$ cat src/rtl/soc_fifo_pkg.sv
// Shared constants and helpers for the dual-clock FIFO read-side stream.
// Also provides SOC_FIFO_CHECK_DIV, an elaboration-time guard that DW divides evenly by OW.
`ifndef SOC_FIFO_PKG_SV
`define SOC_FIFO_PKG_SV

`define SOC_FIFO_CHECK_DIV(dw, ow) \
  if ((((dw) % (ow)) != 0) || ((ow) > (dw))) begin : g_bad_ratio \
    $error("soc_fifo: DW must be a non-zero integer multiple of OW"); \
  end

package soc_fifo_pkg;

  localparam int unsigned SOC_FIFO_DW = 32;
  localparam int unsigned SOC_FIFO_OW = 8;

  function automatic int unsigned soc_fifo_ratio(input int unsigned dw, input int unsigned ow);
    return dw / ow;
  endfunction

  // A one-beat word still needs a 1-bit index so the counter stays a legal vector.
  function automatic int unsigned soc_fifo_idx_w(input int unsigned ratio);
    return (ratio > 32'd1) ? $clog2(ratio) : 32'd1;
  endfunction

endpackage

`endif

$ cat src/rtl/soc_fifo_rd_stream_buf.sv
// Two-entry prefetch word buffer for the FIFO read stream.
// Capture writes at wr_ptr, release retires the word at rd_ptr; flush empties it.
module soc_fifo_rd_stream_buf
  import soc_fifo_pkg::*;
#(
  parameter int unsigned DW = SOC_FIFO_DW
) (
  input  logic          rclk,
  input  logic          rrst_n,
  input  logic          flush_i,
  input  logic          capture_i,
  input  logic          release_i,
  input  logic [DW-1:0] wdata_i,
  output logic [DW-1:0] rdata_o,
  output logic [1:0]    cnt_o
);

  logic [DW-1:0] mem_q [2];
  logic [DW-1:0] mem_d [2];
  logic          wr_ptr_q;
  logic          wr_ptr_d;
  logic          rd_ptr_q;
  logic          rd_ptr_d;
  logic [1:0]    cnt_q;
  logic [1:0]    cnt_d;

  // Next-state: flush drops everything and takes priority over capture/release.
  always_comb begin
    mem_d    = mem_q;
    wr_ptr_d = wr_ptr_q;
    rd_ptr_d = rd_ptr_q;
    cnt_d    = cnt_q;
    if (flush_i) begin
      wr_ptr_d = 1'b0;
      rd_ptr_d = 1'b0;
      cnt_d    = 2'd0;
    end else begin
      if (capture_i) begin
        mem_d[wr_ptr_q] = wdata_i;
        wr_ptr_d        = ~wr_ptr_q;
      end else begin
        wr_ptr_d = wr_ptr_q;
      end
      if (release_i) begin
        rd_ptr_d = ~rd_ptr_q;
      end else begin
        rd_ptr_d = rd_ptr_q;
      end
      cnt_d = cnt_q + {1'b0, capture_i} - {1'b0, release_i};
    end
  end

  // Buffer state registers.
  always_ff @(posedge rclk or negedge rrst_n) begin
    if (!rrst_n) begin
      mem_q[0] <= {DW{1'b0}};
      mem_q[1] <= {DW{1'b0}};
      wr_ptr_q <= 1'b0;
      rd_ptr_q <= 1'b0;
      cnt_q    <= 2'd0;
    end else begin
      mem_q    <= mem_d;
      wr_ptr_q <= wr_ptr_d;
      rd_ptr_q <= rd_ptr_d;
      cnt_q    <= cnt_d;
    end
  end

  assign rdata_o = mem_q[rd_ptr_q];
  assign cnt_o   = cnt_q;

endmodule

$ cat src/rtl/soc_fifo_rd_stream.sv
// FIFO read-side consumer: prefetches words and serializes each into DW/OW beats on a valid/ready stream.
// Define SOC_FIFO_RD_STREAM_MSB_FIRST_EN for MSB-first beat order; LSB-first otherwise.
module soc_fifo_rd_stream
  import soc_fifo_pkg::*;
#(
  parameter int unsigned DW = SOC_FIFO_DW,
  parameter int unsigned OW = SOC_FIFO_OW
) (
  input  logic          rclk,
  input  logic          rrst_n,
  input  logic          flush,
  input  logic          fifo_empty,
  output logic          fifo_pop,
  input  logic [DW-1:0] fifo_dout,
  output logic          m_valid,
  input  logic          m_ready,
  output logic [OW-1:0] m_data,
  output logic          m_last
);

  localparam int unsigned     RATIO    = soc_fifo_ratio(DW, OW);
  localparam int unsigned     IDXW     = soc_fifo_idx_w(RATIO);
  localparam logic [IDXW-1:0] IDX_LAST = IDXW'(RATIO - 32'd1);

  `SOC_FIFO_CHECK_DIV(DW, OW)

  logic            inflight_q;
  logic            inflight_d;
  logic [IDXW-1:0] idx_q;
  logic [IDXW-1:0] idx_d;
  logic [IDXW-1:0] sel_s;
  logic            fire_s;
  logic            release_s;
  logic            capture_s;
  logic [1:0]      cnt_s;
  logic [2:0]      credits_s;
  logic [DW-1:0]   word_s;

  soc_fifo_rd_stream_buf #(
    .DW (DW)
  ) u_buf (
    .rclk      (rclk),
    .rrst_n    (rrst_n),
    .flush_i   (flush),
    .capture_i (capture_s),
    .release_i (release_s),
    .wdata_i   (fifo_dout),
    .rdata_o   (word_s),
    .cnt_o     (cnt_s)
  );

  assign m_valid   = (cnt_s != 2'd0);
  assign m_last    = (idx_q == IDX_LAST);
  assign fire_s    = m_valid & m_ready;
  assign release_s = fire_s & m_last;
  assign capture_s = inflight_q & ~flush;

  // Credits count the word retiring this cycle as free, so a full buffer can refill back-to-back.
  assign credits_s = {1'b0, cnt_s} + {2'b00, inflight_q} - {2'b00, release_s};
  assign fifo_pop  = ~flush & ~fifo_empty & (credits_s < 3'd2);
  assign inflight_d = fifo_pop;

`ifdef SOC_FIFO_RD_STREAM_MSB_FIRST_EN
  assign sel_s = IDX_LAST - idx_q;
`else
  assign sel_s = idx_q;
`endif

  assign m_data = word_s[32'(sel_s) * OW +: OW];

  // Beat index: advances per accepted beat, returns to 0 when the word retires or on flush.
  always_comb begin
    idx_d = idx_q;
    if (flush) begin
      idx_d = {IDXW{1'b0}};
    end else if (release_s) begin
      idx_d = {IDXW{1'b0}};
    end else if (fire_s) begin
      idx_d = idx_q + IDXW'(1);
    end else begin
      idx_d = idx_q;
    end
  end

  // Pop tracking and beat index registers.
  always_ff @(posedge rclk or negedge rrst_n) begin
    if (!rrst_n) begin
      inflight_q <= 1'b0;
      idx_q      <= {IDXW{1'b0}};
    end else begin
      inflight_q <= inflight_d;
      idx_q      <= idx_d;
    end
  end

endmodule

$ cat config.mk
export PLATFORM = sky130hd
export DESIGN_NAME = soc_fifo_rd_stream
export DESIGN_NICKNAME = d
export VERILOG_FILES = /design/src/rtl/soc_fifo_pkg.sv /design/src/rtl/soc_fifo_rd_stream_buf.sv /design/src/rtl/soc_fifo_rd_stream.sv
export SDC_FILE = /design/constraint.sdc
export NUM_CORES = 1
export LEC_CHECK = 0
export CELL_PAD_IN_SITES_DETAIL_PLACEMENT = 0
export CELL_PAD_IN_SITES_GLOBAL_PLACEMENT = 2
export CORE_UTILIZATION = 42
export DETAILED_ROUTE_END_ITERATION = 10
export PLACE_DENSITY = 0.86
export SLEW_MARGIN = 15
export SYNTH_ARGS = -nofsm -noshare
export SYNTH_HDL_FRONTEND = slang
export SYNTH_HIERARCHICAL = 1
export SYNTH_SLANG_ARGS = --single-unit
$ cat constraint.sdc
create_clock -name rclk -period 6.3 [get_ports rclk]
set_input_delay 1.26 -clock rclk [delete_from_list [all_inputs] [get_ports rclk]]
set_output_delay 1.26 -clock rclk [all_outputs]
set_load 0.03 [all_outputs]
# Word-level counts from Yosys, hierarchy flattened
# Cells that the tools add are included.
op_classes:
  reduce_logical: 6
  mux: 14
  n_shift: 1
  add_sub_neg: 5
  bitwise: 11
  n_lt_le_gt_ge: 4
  n_eq_ne: 1
ops:
  columns: ["operator", "n"]
  rows:
  - ["$mux W32", 4]
  - ["$bwmux W64", 1]
  - ["$demux W32 S1", 1]
  - ["$shiftx A32 B6 Y8", 1]
  - ["$mux W2", 4]
  - ["$reduce_bool A2 Y1", 3]
  - ["$and A1 B1 Y1", 5]
  - ["$ge A2 B2 Y1 const B", 2]
  - ["$mux W1", 4]
  - ["$not A1 Y1", 4]
  - ["$not A1 Y2", 2]
  - ["$add A2 B1 Y3", 1]
  - ["$lt A3 B2 Y1 const B", 1]
  - ["$reduce_bool A3 Y1", 1]
  - ["$sub A3 B1 Y3", 1]
  - ["$add A2 B1 Y2", 1]
  - ["$add A2 B1 Y2 const B", 1]
  - ["$eq A2 B2 Y1 const B", 1]
  - ["$lt A2 B1 Y1 const B", 1]
  - ["$reduce_and A2 Y1", 1]
  - ["$sub A2 B1 Y2", 1]
  - ["$logic_and A1 B1 Y1", 1]
word_totals:
  input_bits: 37
  word_cells: 49
  regBits: 71

# Depth between registers and ports, before layout
depth:
  depth_word: 6
  ltp_mapped: 7
  mapped_depth_nobuf: 7

# Hierarchy
# The synthesis kept the hierarchy.
by_module_without_submodules:
  columns: ["module", "seq_area_each_um2", "n_inst", "cells_each", "area_per_inst_um2"]
  rows:
  - ["soc_fifo_rd_stream_buf", 1701.6, 1, 187, 2999.1]
  - ["soc_fifo_rd_stream", 75.1, 1, 30, 417.9]

# Worst setup path before layout
# No wires, ideal clock.
synth_path:
  kind: "in2out"
  start: "in m_ready"
  end: "out fifo_pop"
  setup_slack_ps: 1440
  arrival_time_ps: 3600
  cell_stages: 7
  required_time_ps: 5040
  path_cell_list: "o21a_1 -> and2_1 -> ha_1 -> nand2b_1 -> fa_1 -> xor2_1 -> nor4b_1"
synth_via:
  elab_chain_cells: 5
synth_lines:
  columns: ["element", "line_no", "rtl"]
  rows:
  - ["start, declared", "soc_fifo_rd_stream.sv:16", "input logic m_ready,"]
  - ["$and A1 B1 Y1", "soc_fifo_rd_stream.sv:54", "assign fire_s = m_valid & m_ready;"]
  - ["$and A1 B1 Y1", "soc_fifo_rd_stream.sv:55", "assign release_s = fire_s & m_last;"]
  - ["via release_s", "soc_fifo_rd_stream.sv:33", "logic release_s;"]
  - ["$sub A3 B1 Y3", "soc_fifo_rd_stream.sv:59", "assign credits_s = {1'b0, cnt_s} + {2'b00, inflight_q} - {2'b00, release_s};"]
  - ["$lt A3 B2 Y1", "soc_fifo_rd_stream.sv:60", "assign fifo_pop = ~flush & ~fifo_empty & (credits_s < 3'd2);"]
  - ["$and A1 B1 Y1", "soc_fifo_rd_stream.sv:60", null]
  - ["end, declared", "soc_fifo_rd_stream.sv:13", "output logic fifo_pop,"]
# The timed path passes the listed nets, and every way through them passes these cells.

# Worst setup path in the final report
# Ends and elaborated chain as after synthesis.

==> impl_metrics.json <==
{
  "rows": 32,
  "die_h_um": 92.20,
  "crit_chain": "clkdlybuf4s50_1 -> o21a_1 -> and2_1 -> ha_1 -> nand2b_1 -> fa_1 -> xor2_1 -> nor4b_1 -> clkdlybuf4s50_1",
  "fp.dieW_um": 92.20,
  "netlist_instances": 217,
  "final_cell_mix": "mux2_2, dfrtp_1, clkdlybuf4s50_1, clkbuf_8, mux4_2",
  "start_util_pct": 43.77,
  "vias_per_cell": 5.048,
  "layout_commonest_cell": "mux2_2",
  "cts_resized": 0,
  "worstHoldStart": "u_buf/mem_q[52]",
  "synth_simple_gate_area_share_pct": 3.222,
  "synth_compound_area_share_pct": 0.2197,
  "grt_max_degree": 72,
  "dieArea_mm2": 0.008501,
  "report.final.slew_viol_count": 0,
  "core_area_mm2": 0.007807,
  "final_layout_size_suffix_gt1_share_pct": 46.67,
  "cp-start-kind": "primary input",
  "clockBufferDepth": 2,
  "max_cap_viol_count": 0,
  "syn_avg_cell_area_um2": 15.75,
  "crit_path_frequent_cell": "clkdlybuf4s50_1",
  "max_freq_mhz": 187.5,
  "drt-total-wl_um": 5972,
  "gp_congestion": 0.6954,
  "cts_setup_buffers": 0,
  "seq_area_mm2": 0.001777,
  "fillCellCount": 703,
  "ys_warn_count": 6,
  "max_slew.worst_pin.slew_ps": 1007,
  "synthAdderAreaFrac_pct": 2.051,
  "final_nets": 308,
  "min_period_over_period_pct": 84.64,
  "drtPass1Iterations": 4,
  "cts-buffers-inserted": 9,
  "insertedDiodeCount": 0,
  "numClockSinks": 71,
  "ctsHoldBuffers": 0,
  "syn_area_mm2": 0.003417,
  "rr_worst_depth": 7,
  "yosysUniqueCellTypes": 28,
  "min_path_cells": 1,
  "area_growth_pct": 20.98,
  "min_path_type": "flop to flop",
  "post-route-util_pct": 52.95,
  "synth-seq-cells": 71,
  "crit_type": "primary input to output port",
  "path_buf_inv": 2,
  "finalHoldViolCount": 0,
  "required_ps": 5040,
  "critPathLaunch": "m_ready",
  "max_stage_delay_ps": 750,
  "overflow": 0,
  "detail_route.iter0.violations": 57,
  "wl_per_cell_um": 16.05,
  "synth_top_family_by_area": "multiplexers",
  "clk_latency_ps": 340,
  "ctsRootBufferMaster": "clkbuf_8",
  "max_slew_margin_pct": 32.81,
  "reg2reg_from": "idx_q[0]",
  "io_pins": 48,
  "cts_tree": "done",
  "ys_seq_area_share_pct": 52.00,
  "syn-num-nets": 259,
  "crit_fanout": 3,
  "grt_pass1_vias": 2049,
  "path_clk_slew_ps": 70,
  "io_buffers": 47,
  "critPathTopFamily": "buffers and inverters",
  "tns_ps": 0,
  "grt_util_all_layers_pct": 16.06,
  "period_needed_ps": 5333,
  "cp-end-kind": "output port",
  "grt_pass1_wl_um": 10240,
  "multi_input_area_mm2": 0.001519,
  "arrival_ps": 4070,
  "power.density_mw_per_mm2": 302.2,
  "drc": 0,
  "total_power_mw": 1.249,
  "dp_hpwl_um": 3821,
  "ir_worst_vdd_uv": 175.4,
  "antenna_found_initial": 0,
  "fin_skew_ps": 6.401,
  "finalSetupViolCount": 0,
  "h-tree-depth": 3,
  "leakagePower_nw": 1.816,
  "slowest_stage": "clkdlybuf4s50_1",
  "antenna_left": 0,
  "synth_xor_area_share_pct": 1.428,
  "muxShareOfSynthArea_pct": 37.53,
  "crit_cells": 9,
  "status": "complete, no violations",
  "rsz0062_at_grt": "no",
  "num_vias": 1878
}
## metrics by stage
stage	cells	hold slack [ps]	area [µm²]	worst slack [ps]
final	372	490.4	4134	967.4
after global routing	372	501.8	4134	728.2
after CTS	372	490.5	4134	917.6
after detailed placement	357	475.5	3923	916.2
after global placement	357	464.7	3923	979.2
after floorplan	217	454.1	3417	1440
## power by group
group	leakage, nW	internal, mW	switching [mW]
sequential	0.913	0.543	0.0414
clock	0.109	0.230	0.157
combinational	0.793	0.175	0.103
total	1.82	0.949	0.301
## final cells by class
type / count / share of cell area [%]
Sequential cell: 71 / 42.98
Inverter: 3 / 0.2724
Multi-Input combinational cell: 131 / 36.74
Clock inverter: 4 / 1.695
Tap cell: 102 / 3.087
Clock buffer: 11 / 3.420
Timing Repair Buffer: 50 / 11.80
## path summary, 6_finish.rpt
path	endpoint	slack (ps)
max	fifo_pop	970
min	u_buf/mem_q[52]	490
max reg2reg	inflight_q	3660
min reg2reg	u_buf/mem_q[52]	490
max in group asynchronous	u_buf/mem_q[1]	4600
min in group asynchronous	u_buf/mem_q[12]	1110
## cells in the mapped netlist, drive strengths merged
cell type	instances	area, µm²
and2	1	6.260
and2b	1	8.760
buf	7	60.05
clkbuf	5	50.04
dfrtp	71	1777
fa	1	20.02
ha	4	50.05
inv	3	11.26
mux2	97	1092
mux2i	1	10.01
mux4	8	180.2
nand2b	3	18.77
nand3b	1	11.26
nor2	3	11.26
nor2b	2	15.02
nor3	1	5.000
nor3b	1	18.77
nor4b	1	8.760
o21a	1	7.510
or2	1	6.260
xnor2	2	17.52
xnor3	1	22.52
xor2	1	8.760
## per-layer routing
metal	global-route usage, %	routed length (µm)	vias to the layer above	share of wire, %
met5	0	0	-	0
met4	5.339	75	0	1.3
met3	6.219	290	6	4.9
met2	25.31	2959	36	50
met1	20.23	2646	949	44
li1	-	-	887	-
## sequential cells by signal, indices dropped and copies added (netlist names)
register        count
inflight_q          1
u_buf/rd_ptr_q      1
u_buf/wr_ptr_q      1
u_buf/mem_q        64
u_buf/cnt_o         2
idx_q               2
## cell families (layout without fill, tap and decap cells)
| logic type | count (synthesis) | after routing |
|---|---|---|
| multiplexers | 106 | 106 |
| flip-flops | 71 | 71 |
| AND/OR/NAND/NOR | 15 | 15 |
| buffers and inverters | 15 | 68 |
| adder cells (fa/ha/maj) | 5 | 5 |
| XOR/XNOR | 4 | 4 |
| AO/OA/AOI/OAI | 1 | 1 |
(Power assumes the default switching activity.)
